### config.mk
export PLATFORM = sky130hd
export DESIGN_NAME = adc_responder_flat
export DESIGN_NICKNAME = d
export VERILOG_FILES = /design/src/rtl/adc_pkg.sv /design/src/rtl/adc_responder_if.sv /design/src/rtl/adc_sar_core.sv /design/src/rtl/adc_responder.sv /design/src/flat_wrapper.sv
export SDC_FILE = /design/constraint.sdc
export NUM_CORES = 1
export LEC_CHECK = 0
export BUFFER_PORTS_ARGS = -buffer_cell sky130_fd_sc_hd__buf_2
export CAP_MARGIN = 25
export CELL_PAD_IN_SITES_DETAIL_PLACEMENT = 0
export CELL_PAD_IN_SITES_GLOBAL_PLACEMENT = 1
export CORE_MARGIN = 4
export CORE_UTILIZATION = 39
export CTS_BUF_LIST = sky130_fd_sc_hd__clkbuf_2
export DETAILED_ROUTE_END_ITERATION = 8
export HOLD_SLACK_MARGIN = 0.03
export PLACE_DENSITY_LB_ADDON = 0.1
export SLEW_MARGIN = 20
export SYNTH_ARGS = -nofsm -noshare
export SYNTH_HDL_FRONTEND = slang
export SYNTH_SLANG_ARGS = --single-unit
### constraint.sdc
create_clock -name clk -period 4.8 [get_ports clk]
set_input_delay 0.24 -clock clk [delete_from_list [all_inputs] [get_ports clk]]
set_output_delay 0.24 -clock clk [all_outputs]
set_load 0.02 [all_outputs]
### src/rtl/adc_pkg.sv
// Shared types and constants for the ADC0808-style responder.
package adc_pkg;

  localparam int unsigned ADC_DATA_W = 8;
  localparam int unsigned ADC_NUM_CH = 8;
  localparam int unsigned ADC_ADDR_W = $clog2(ADC_NUM_CH);
  localparam int unsigned ADC_BUS_W  = ADC_DATA_W * ADC_NUM_CH;

  // Converter handshake states
  typedef enum logic [1:0] {
    ST_IDLE    = 2'd0,
    ST_ARMED   = 2'd1,
    ST_DELAY   = 2'd2,
    ST_CONVERT = 2'd3
  } adc_state_e;

  // EOC idles high between conversions
  localparam logic ADC_EOC_RESET = 1'b1;

  // Pick channel `sel` out of the packed channel bus
  function automatic logic [ADC_DATA_W-1:0] adc_ch_select(
    input logic [ADC_BUS_W-1:0]  ch,
    input logic [ADC_ADDR_W-1:0] sel
  );
    logic [ADC_DATA_W-1:0] v;
    v = '0;
    for (int unsigned i = 0; i < ADC_NUM_CH; i++) begin
      if (sel == ADC_ADDR_W'(i)) v = ch[i*ADC_DATA_W +: ADC_DATA_W];
    end
    return v;
  endfunction

endpackage

### src/rtl/adc_responder_if.sv
// Controller <-> converter handshake pins (START/ALE/OE/ADD in, EOC/data out).
interface adc_responder_if;
  import adc_pkg::*;

  logic                  start;
  logic                  ale;
  logic                  oe;
  logic                  add_a;
  logic                  add_b;
  logic                  add_c;
  logic                  eoc;
  logic [ADC_DATA_W-1:0] data_out;
  logic                  data_oe;

  // FPGA-side ADC controller
  modport master (
    output start, ale, oe, add_a, add_b, add_c,
    input  eoc, data_out, data_oe
  );

  // Converter model side
  modport slave (
    input  start, ale, oe, add_a, add_b, add_c,
    output eoc, data_out, data_oe
  );

endinterface

### src/rtl/adc_sar_core.sv
// Conversion tick counter and result register.
// Optional macro SAR_PROGRESS_EN: resolve the result MSB first, one bit every
// CONV_CYCLES/8 ticks, instead of updating it atomically at the end.
module adc_sar_core
  import adc_pkg::*;
#(
  parameter int unsigned CONV_CYCLES = 64
) (
  input  logic                  clk,
  input  logic                  reset_n,
  input  logic                  clear_i,
  input  logic                  active_i,
  input  logic                  conv_tick_i,
  input  logic [ADC_DATA_W-1:0] sample_i,
  output logic [ADC_DATA_W-1:0] result_o,
  output logic                  done_c_o
);

  localparam int unsigned CNT_W = $clog2(CONV_CYCLES + 1);

  logic [CNT_W-1:0]      cnt_q;
  logic [ADC_DATA_W-1:0] result_q;

`ifdef SAR_PROGRESS_EN
  localparam int unsigned SAR_STEP = CONV_CYCLES / ADC_DATA_W;
  localparam int unsigned STEP_W   = (SAR_STEP > 1) ? $clog2(SAR_STEP) : 1;
  localparam int unsigned BIT_W    = $clog2(ADC_DATA_W);

  logic [STEP_W-1:0] sub_q;
  logic [BIT_W-1:0]  bit_q;
`endif

  // Final tick of the conversion
  assign done_c_o = active_i && conv_tick_i && (cnt_q == CNT_W'(CONV_CYCLES - 1));
  assign result_o = result_q;

  // Tick counting and result update
  always_ff @(posedge clk) begin
    if (!reset_n) begin
      cnt_q    <= '0;
      result_q <= '0;
`ifdef SAR_PROGRESS_EN
      sub_q    <= '0;
      bit_q    <= BIT_W'(ADC_DATA_W - 1);
`endif
    end else if (clear_i) begin
      cnt_q    <= '0;
`ifdef SAR_PROGRESS_EN
      result_q <= '0;
      sub_q    <= '0;
      bit_q    <= BIT_W'(ADC_DATA_W - 1);
`endif
    end else if (active_i && conv_tick_i) begin
      cnt_q <= cnt_q + CNT_W'(1);
`ifdef SAR_PROGRESS_EN
      if (sub_q == STEP_W'(SAR_STEP - 1)) begin
        sub_q           <= '0;
        result_q[bit_q] <= sample_i[bit_q];
        bit_q           <= bit_q - BIT_W'(1);
      end else begin
        sub_q <= sub_q + STEP_W'(1);
      end
`else
      if (done_c_o) result_q <= sample_i;
`endif
    end
  end

endmodule

### src/rtl/adc_responder.sv
// Converter-side model of the ADC0808 handshake for loopback/bring-up builds.
// Optional macro SAR_PROGRESS_EN: progressive (bit-serial) result visibility.
module adc_responder
  import adc_pkg::*;
#(
  parameter int unsigned CONV_CYCLES = 64,
  parameter int unsigned EOC_DELAY   = 2
) (
  input  logic                  clk,
  input  logic                  reset_n,
  adc_responder_if.slave        bus,
  input  logic                  conv_tick,
  input  logic [ADC_BUS_W-1:0]  ch_in,
  output logic [ADC_ADDR_W-1:0] addr_latched
);

  localparam int unsigned DLY_W = (EOC_DELAY > 1) ? $clog2(EOC_DELAY) : 1;

  adc_state_e            state_q;
  logic                  start_q;
  logic                  ale_q;
  logic [ADC_ADDR_W-1:0] addr_q;
  logic [DLY_W-1:0]      dly_q;
  logic [ADC_DATA_W-1:0] sample_q;
  logic                  eoc_q;
  logic [ADC_DATA_W-1:0] data_out_q;
  logic                  data_oe_q;

  logic                  start_rise_c;
  logic                  start_fall_c;
  logic                  ale_rise_c;
  logic [ADC_ADDR_W-1:0] addr_pins_c;
  logic [ADC_ADDR_W-1:0] addr_sel_c;
  logic                  clear_c;
  logic                  active_c;
  logic                  done_c;
  logic [ADC_DATA_W-1:0] result_c;

  assign start_rise_c = bus.start & ~start_q;
  assign start_fall_c = ~bus.start & start_q;
  assign ale_rise_c   = bus.ale & ~ale_q;
  assign addr_pins_c  = {bus.add_c, bus.add_b, bus.add_a};

  // A same-cycle ALE rise overrides the held address for the sample
  assign addr_sel_c = ale_rise_c ? addr_pins_c : addr_q;

  // A restart wins over entering/continuing CONVERT
  assign clear_c  = (state_q == ST_DELAY) && (dly_q == '0) && !start_rise_c;
  assign active_c = (state_q == ST_CONVERT) && !start_rise_c;

  adc_sar_core #(
    .CONV_CYCLES (CONV_CYCLES)
  ) u_sar_core (
    .clk         (clk),
    .reset_n     (reset_n),
    .clear_i     (clear_c),
    .active_i    (active_c),
    .conv_tick_i (conv_tick),
    .sample_i    (sample_q),
    .result_o    (result_c),
    .done_c_o    (done_c)
  );

  // Edge history, address latch, handshake FSM and output registers
  always_ff @(posedge clk) begin
    if (!reset_n) begin
      state_q    <= ST_IDLE;
      start_q    <= 1'b0;
      ale_q      <= 1'b0;
      addr_q     <= '0;
      dly_q      <= '0;
      sample_q   <= '0;
      eoc_q      <= ADC_EOC_RESET;
      data_out_q <= '0;
      data_oe_q  <= 1'b0;
    end else begin
      start_q    <= bus.start;
      ale_q      <= bus.ale;
      data_oe_q  <= bus.oe;
      data_out_q <= bus.oe ? result_c : '0;

      if (ale_rise_c) addr_q <= addr_pins_c;

      case (state_q)
        ST_IDLE: begin
          if (start_rise_c) state_q <= ST_ARMED;
        end
        ST_ARMED: begin
          if (start_fall_c) begin
            sample_q <= adc_ch_select(ch_in, addr_sel_c);
            dly_q    <= DLY_W'(EOC_DELAY - 1);
            state_q  <= ST_DELAY;
          end
        end
        ST_DELAY: begin
          if (start_rise_c) begin
            state_q <= ST_ARMED;
          end else if (dly_q == '0) begin
            eoc_q   <= 1'b0;
            state_q <= ST_CONVERT;
          end else begin
            dly_q <= dly_q - DLY_W'(1);
          end
        end
        ST_CONVERT: begin
          if (start_rise_c) begin
            state_q <= ST_ARMED;
          end else if (done_c) begin
            eoc_q   <= 1'b1;
            state_q <= ST_IDLE;
          end
        end
        default: state_q <= ST_IDLE;
      endcase
    end
  end

  assign bus.eoc      = eoc_q;
  assign bus.data_out = data_out_q;
  assign bus.data_oe  = data_oe_q;
  assign addr_latched = addr_q;

endmodule

### src/flat_wrapper.sv
// flat-port wrapper written by rule: the top's interface ports become plain ports
module adc_responder_flat import adc_pkg::*;
#(
  parameter int unsigned CONV_CYCLES = 64,
  parameter int unsigned EOC_DELAY   = 2
)
  (clk, reset_n, conv_tick, ch_in, addr_latched, bus_start, bus_ale, bus_oe, bus_add_a, bus_add_b, bus_add_c, bus_eoc, bus_data_out, bus_data_oe);
  adc_responder_if bus_i ();
  input  logic clk;
  input  logic reset_n;
  input  logic conv_tick;
  input  logic [ADC_BUS_W-1:0] ch_in;
  output logic [ADC_ADDR_W-1:0] addr_latched;
  input wire logic [$bits(bus_i.start)-1:0] bus_start;
  input wire logic [$bits(bus_i.ale)-1:0] bus_ale;
  input wire logic [$bits(bus_i.oe)-1:0] bus_oe;
  input wire logic [$bits(bus_i.add_a)-1:0] bus_add_a;
  input wire logic [$bits(bus_i.add_b)-1:0] bus_add_b;
  input wire logic [$bits(bus_i.add_c)-1:0] bus_add_c;
  output wire logic [$bits(bus_i.eoc)-1:0] bus_eoc;
  output wire logic [$bits(bus_i.data_out)-1:0] bus_data_out;
  output wire logic [$bits(bus_i.data_oe)-1:0] bus_data_oe;
  assign bus_i.start = bus_start;
  assign bus_i.ale = bus_ale;
  assign bus_i.oe = bus_oe;
  assign bus_i.add_a = bus_add_a;
  assign bus_i.add_b = bus_add_b;
  assign bus_i.add_c = bus_add_c;
  assign bus_eoc = bus_i.eoc;
  assign bus_data_out = bus_i.data_out;
  assign bus_data_oe = bus_i.data_oe;
  adc_responder #(.CONV_CYCLES(CONV_CYCLES), .EOC_DELAY(EOC_DELAY)) u_core (.clk(clk), .reset_n(reset_n), .bus(bus_i), .conv_tick(conv_tick), .ch_in(ch_in), .addr_latched(addr_latched));
endmodule
==> impl_metrics.json <==
{
  "num-fill-cells": 572,
  "async_flop_share_pct": 0,
  "num_antenna_cells": 0,
  "synth.distinct_cells": 45,
  "setup.worst_path.class": "reg -> reg",
  "drive_gt1_share_pct": 31.7,
  "hp-class": "in -> reg",
  "start_kind": "flip-flop",
  "drv_cap": 0,
  "start_util_pct": 40.1,
  "wl_per_cell_um": 13.9,
  "end_kind": "flip-flop",
  "setup_ws_ps": 2710,
  "ir_worst_vdd_mv": 0.0987,
  "tightest_slew_ps": 935,
  "numCtsBuffers": 5,
  "clock_latency_ps": 400,
  "ys.flop_type": "dfxtp_1",
  "hpwl_um": 4570,
  "clock_sinks": 41,
  "vias_per_cell": 5.08,
  "grt_overflow": 0,
  "min_period_over_period_pct": 43.6,
  "grt_pass1_vias": 2120,
  "synth-xor-area-share_pct": 1.59,
  "clk_pin_slew_worst_paths_ps": 220,
  "grt_max_degree": 37,
  "cts.path.max_buffers": 2,
  "r2r-end": "u_core.state_q[1]",
  "p_leak_nw": 1.21,
  "final_common_cell": "buf_2",
  "syn_to_final_growth_pct": 22.2,
  "drtPass1Iterations": 4,
  "slew_headroom_pct": 37.2,
  "grt_pass1_wl_um": 9630,
  "final.setup.tns_ps": 0,
  "synth_area_per_cell_um2": 8.48,
  "syn_area_mm2": 0.00220,
  "fin_util_pct": 49.0,
  "ys_warn_count": 0,
  "crit_path_max_incr_delay_ps": 610,
  "multi_input_area_mm2": 0.00123,
  "synth-simple-area-share_pct": 20.1,
  "track_usage_pct": 16.6,
  "ys_seq_elements": 41,
  "postCtsHoldBufs": 0,
  "synth_top_family_by_area": "compound AO/OA/AOI/OAI gates",
  "clock_skew_ps": 22.9,
  "post-cts-setup-buffer-count": 0,
  "rsz0062_at_grt": "false",
  "ant_nets": 0,
  "synth_fp_nets": 333,
  "worstPathArrival_ps": 2410,
  "h-tree-depth": 2,
  "synth-adder-area-share_pct": 0.569,
  "core_mm2": 0.00547,
  "synth_seq_area_share_pct": 37.4,
  "status": "finished, final reports clean",
  "seq_area_um2": 821,
  "stdcell_count": 410,
  "r2r_cells": 4,
  "layout_common_cells": "85 x buf_2, 41 x dfxtp_1, 25 x nand2_1, 19 x inv_1, 16 x o22ai_1",
  "nets": 411,
  "antenna_found_initial": 0,
  "min_delay_worst_endpoint": "u_core.ale_q",
  "finalMaxSlewViolations": 0,
  "gp_congestion": 0.850,
  "port_buffers": 85,
  "vias": 2084,
  "min_from": "bus_ale",
  "synth_compound_area_share_pct": 25.3,
  "synth_cells": 259,
  "rows": 27,
  "synth.area.mux_share_pct": 8.54,
  "p_per_area_mw_per_mm2": 232,
  "finalCriticalPeriod_ps": 2090,
  "pin_count": 86,
  "fmax_ghz": 0.478,
  "dp_cells": 402,
  "cts_resized": 0,
  "hold_viol_final": 0,
  "cts_tree": "yes",
  "drc_errors": 0,
  "finalSetupViolCount": 0,
  "crit_chain": "inv_1 > nor4_1 > nand4b_1 > a41o_1",
  "cts-root-buf": "clkbuf_2",
  "first_iter_violations": 67,
  "hold_depth": 2,
  "pre_cts_ws_ps": 2670,
  "rr_startpoint": "u_core.state_q[1]",
  "die_area_mm2": 0.00690,
  "die_w_um": 83.1,
  "worstPathRequired_ps": 5120,
  "synth_edf_count": 0,
  "cp_slowest_cell": "nand4b_1",
  "crit_path_max_fanout": 20,
  "routed_wl_um": 5700,
  "r2r_slack_ps": 2710,
  "fp.dieH_um": 83.1
}
==> critical path: cells and delay by family, from the launching register on <==
kind / cells / cell delay, ps
buffers and inverters: 1 / 100
DFF: 1 / 400
and+or+nand+nor: 2 / 1080
AOI/OAI and AO/OA: 1 / 440
==> kinds of logic after synthesis <==
family          count (synthesis)
compound gates                 85
buf+inv                        33
simple gates                   81
flops                          41
fa+ha+maj                       1
xor+xnor                        4
mux                            14
==> synth_stat cells, drive strengths merged (8+ instances only) <==
cell type	count	share of area, %
a211oi	8	2.7
nand3	12	2.7
mux2	11	7.2
and3	9	2.6
o31a	8	3.2
a21oi	11	2.5
dfxtp	41	37
a21o	8	2.7
o211ai	8	2.7
o21ai	20	4.6
nand2	25	4.3
inv	19	3.2
o22ai	16	4.6
==> how the worst max path moves through the flow <==
| stage | start | to | slack [ps] | cells past startpoint |
|---|---|---|---|---|
| 4_1_cts | u_core.state_q[1] | u_core.state_q[1] | 2690 | 4 |
| 3_5_place_dp | bus_start | u_core.state_q[1] | 2670 | 5 |
| 6_report | u_core.state_q[1] | u_core.state_q[1] | 2710 | 4 |
| 5_1_grt | u_core.state_q[1] | u_core.state_q[1] | 2450 | 4 |
| 2_1_floorplan | u_core.ale_q | u_core.sample_q[6] | 3100 | 7 |
| 3_3_place_gp | bus_start | u_core.state_q[1] | 2700 | 5 |
==> metal layers <==
layer	vias up	share of wire [%]	global-route usage, %
met1	898	46	19.9
met5	-	0	0
met4	0	1.8	6.09
met2	84	43	27.0
met3	9	9.5	6.05
li1	1093	-	-
==> through the flow <==
stage | total power [mW] | area, um2 | hold WS, ps
4_1_cts | 0.631 | 2680 | 38.1
3_3_place_gp | 0.484 | 2640 | 447
2_1_floorplan | 0.435 | 2200 | 362
6_report | 0.623 | 2680 | 73.4
5_1_grt | 0.656 | 2680 | 43.5
3_5_place_dp | 0.483 | 2640 | 445
==> where the power goes <==
| part | switching, mW | internal [mW] | total, mW |
|---|---|---|---|
| Sequential | 0.00565 | 0.347 | 0.352 |
| Combinational | 0.0645 | 0.0593 | 0.124 |
| Clock | 0.113 | 0.0340 | 0.147 |
==> registers in the layout, summed over array words and instances, names as in the netlist <==
| signal | flops |
|---|---|
| u_core.u_sar_core.cnt_q | 7 |
| u_core.u_sar_core.result_o | 8 |
| u_core.bus.eoc | 1 |
| u_core.dly_q | 1 |
| u_core.start_q | 1 |
| u_core.bus.data_out | 8 |
| u_core.sample_q | 8 |
| u_core.bus.data_oe | 1 |
| u_core.addr_latched | 3 |
| u_core.ale_q | 1 |
| u_core.state_q | 2 |
==> layout make-up <==
type | instances | area share [%]
timing repair buffer | 85 | 15.9
clock buffer | 5 | 0.932
clock inverter | 3 | 0.653
inverter | 19 | 2.66
tap | 72 | 3.36
sequential | 41 | 30.6
multi-input combinational | 185 | 46.0
No activity file was read; power rests on OpenSTA's default activity.
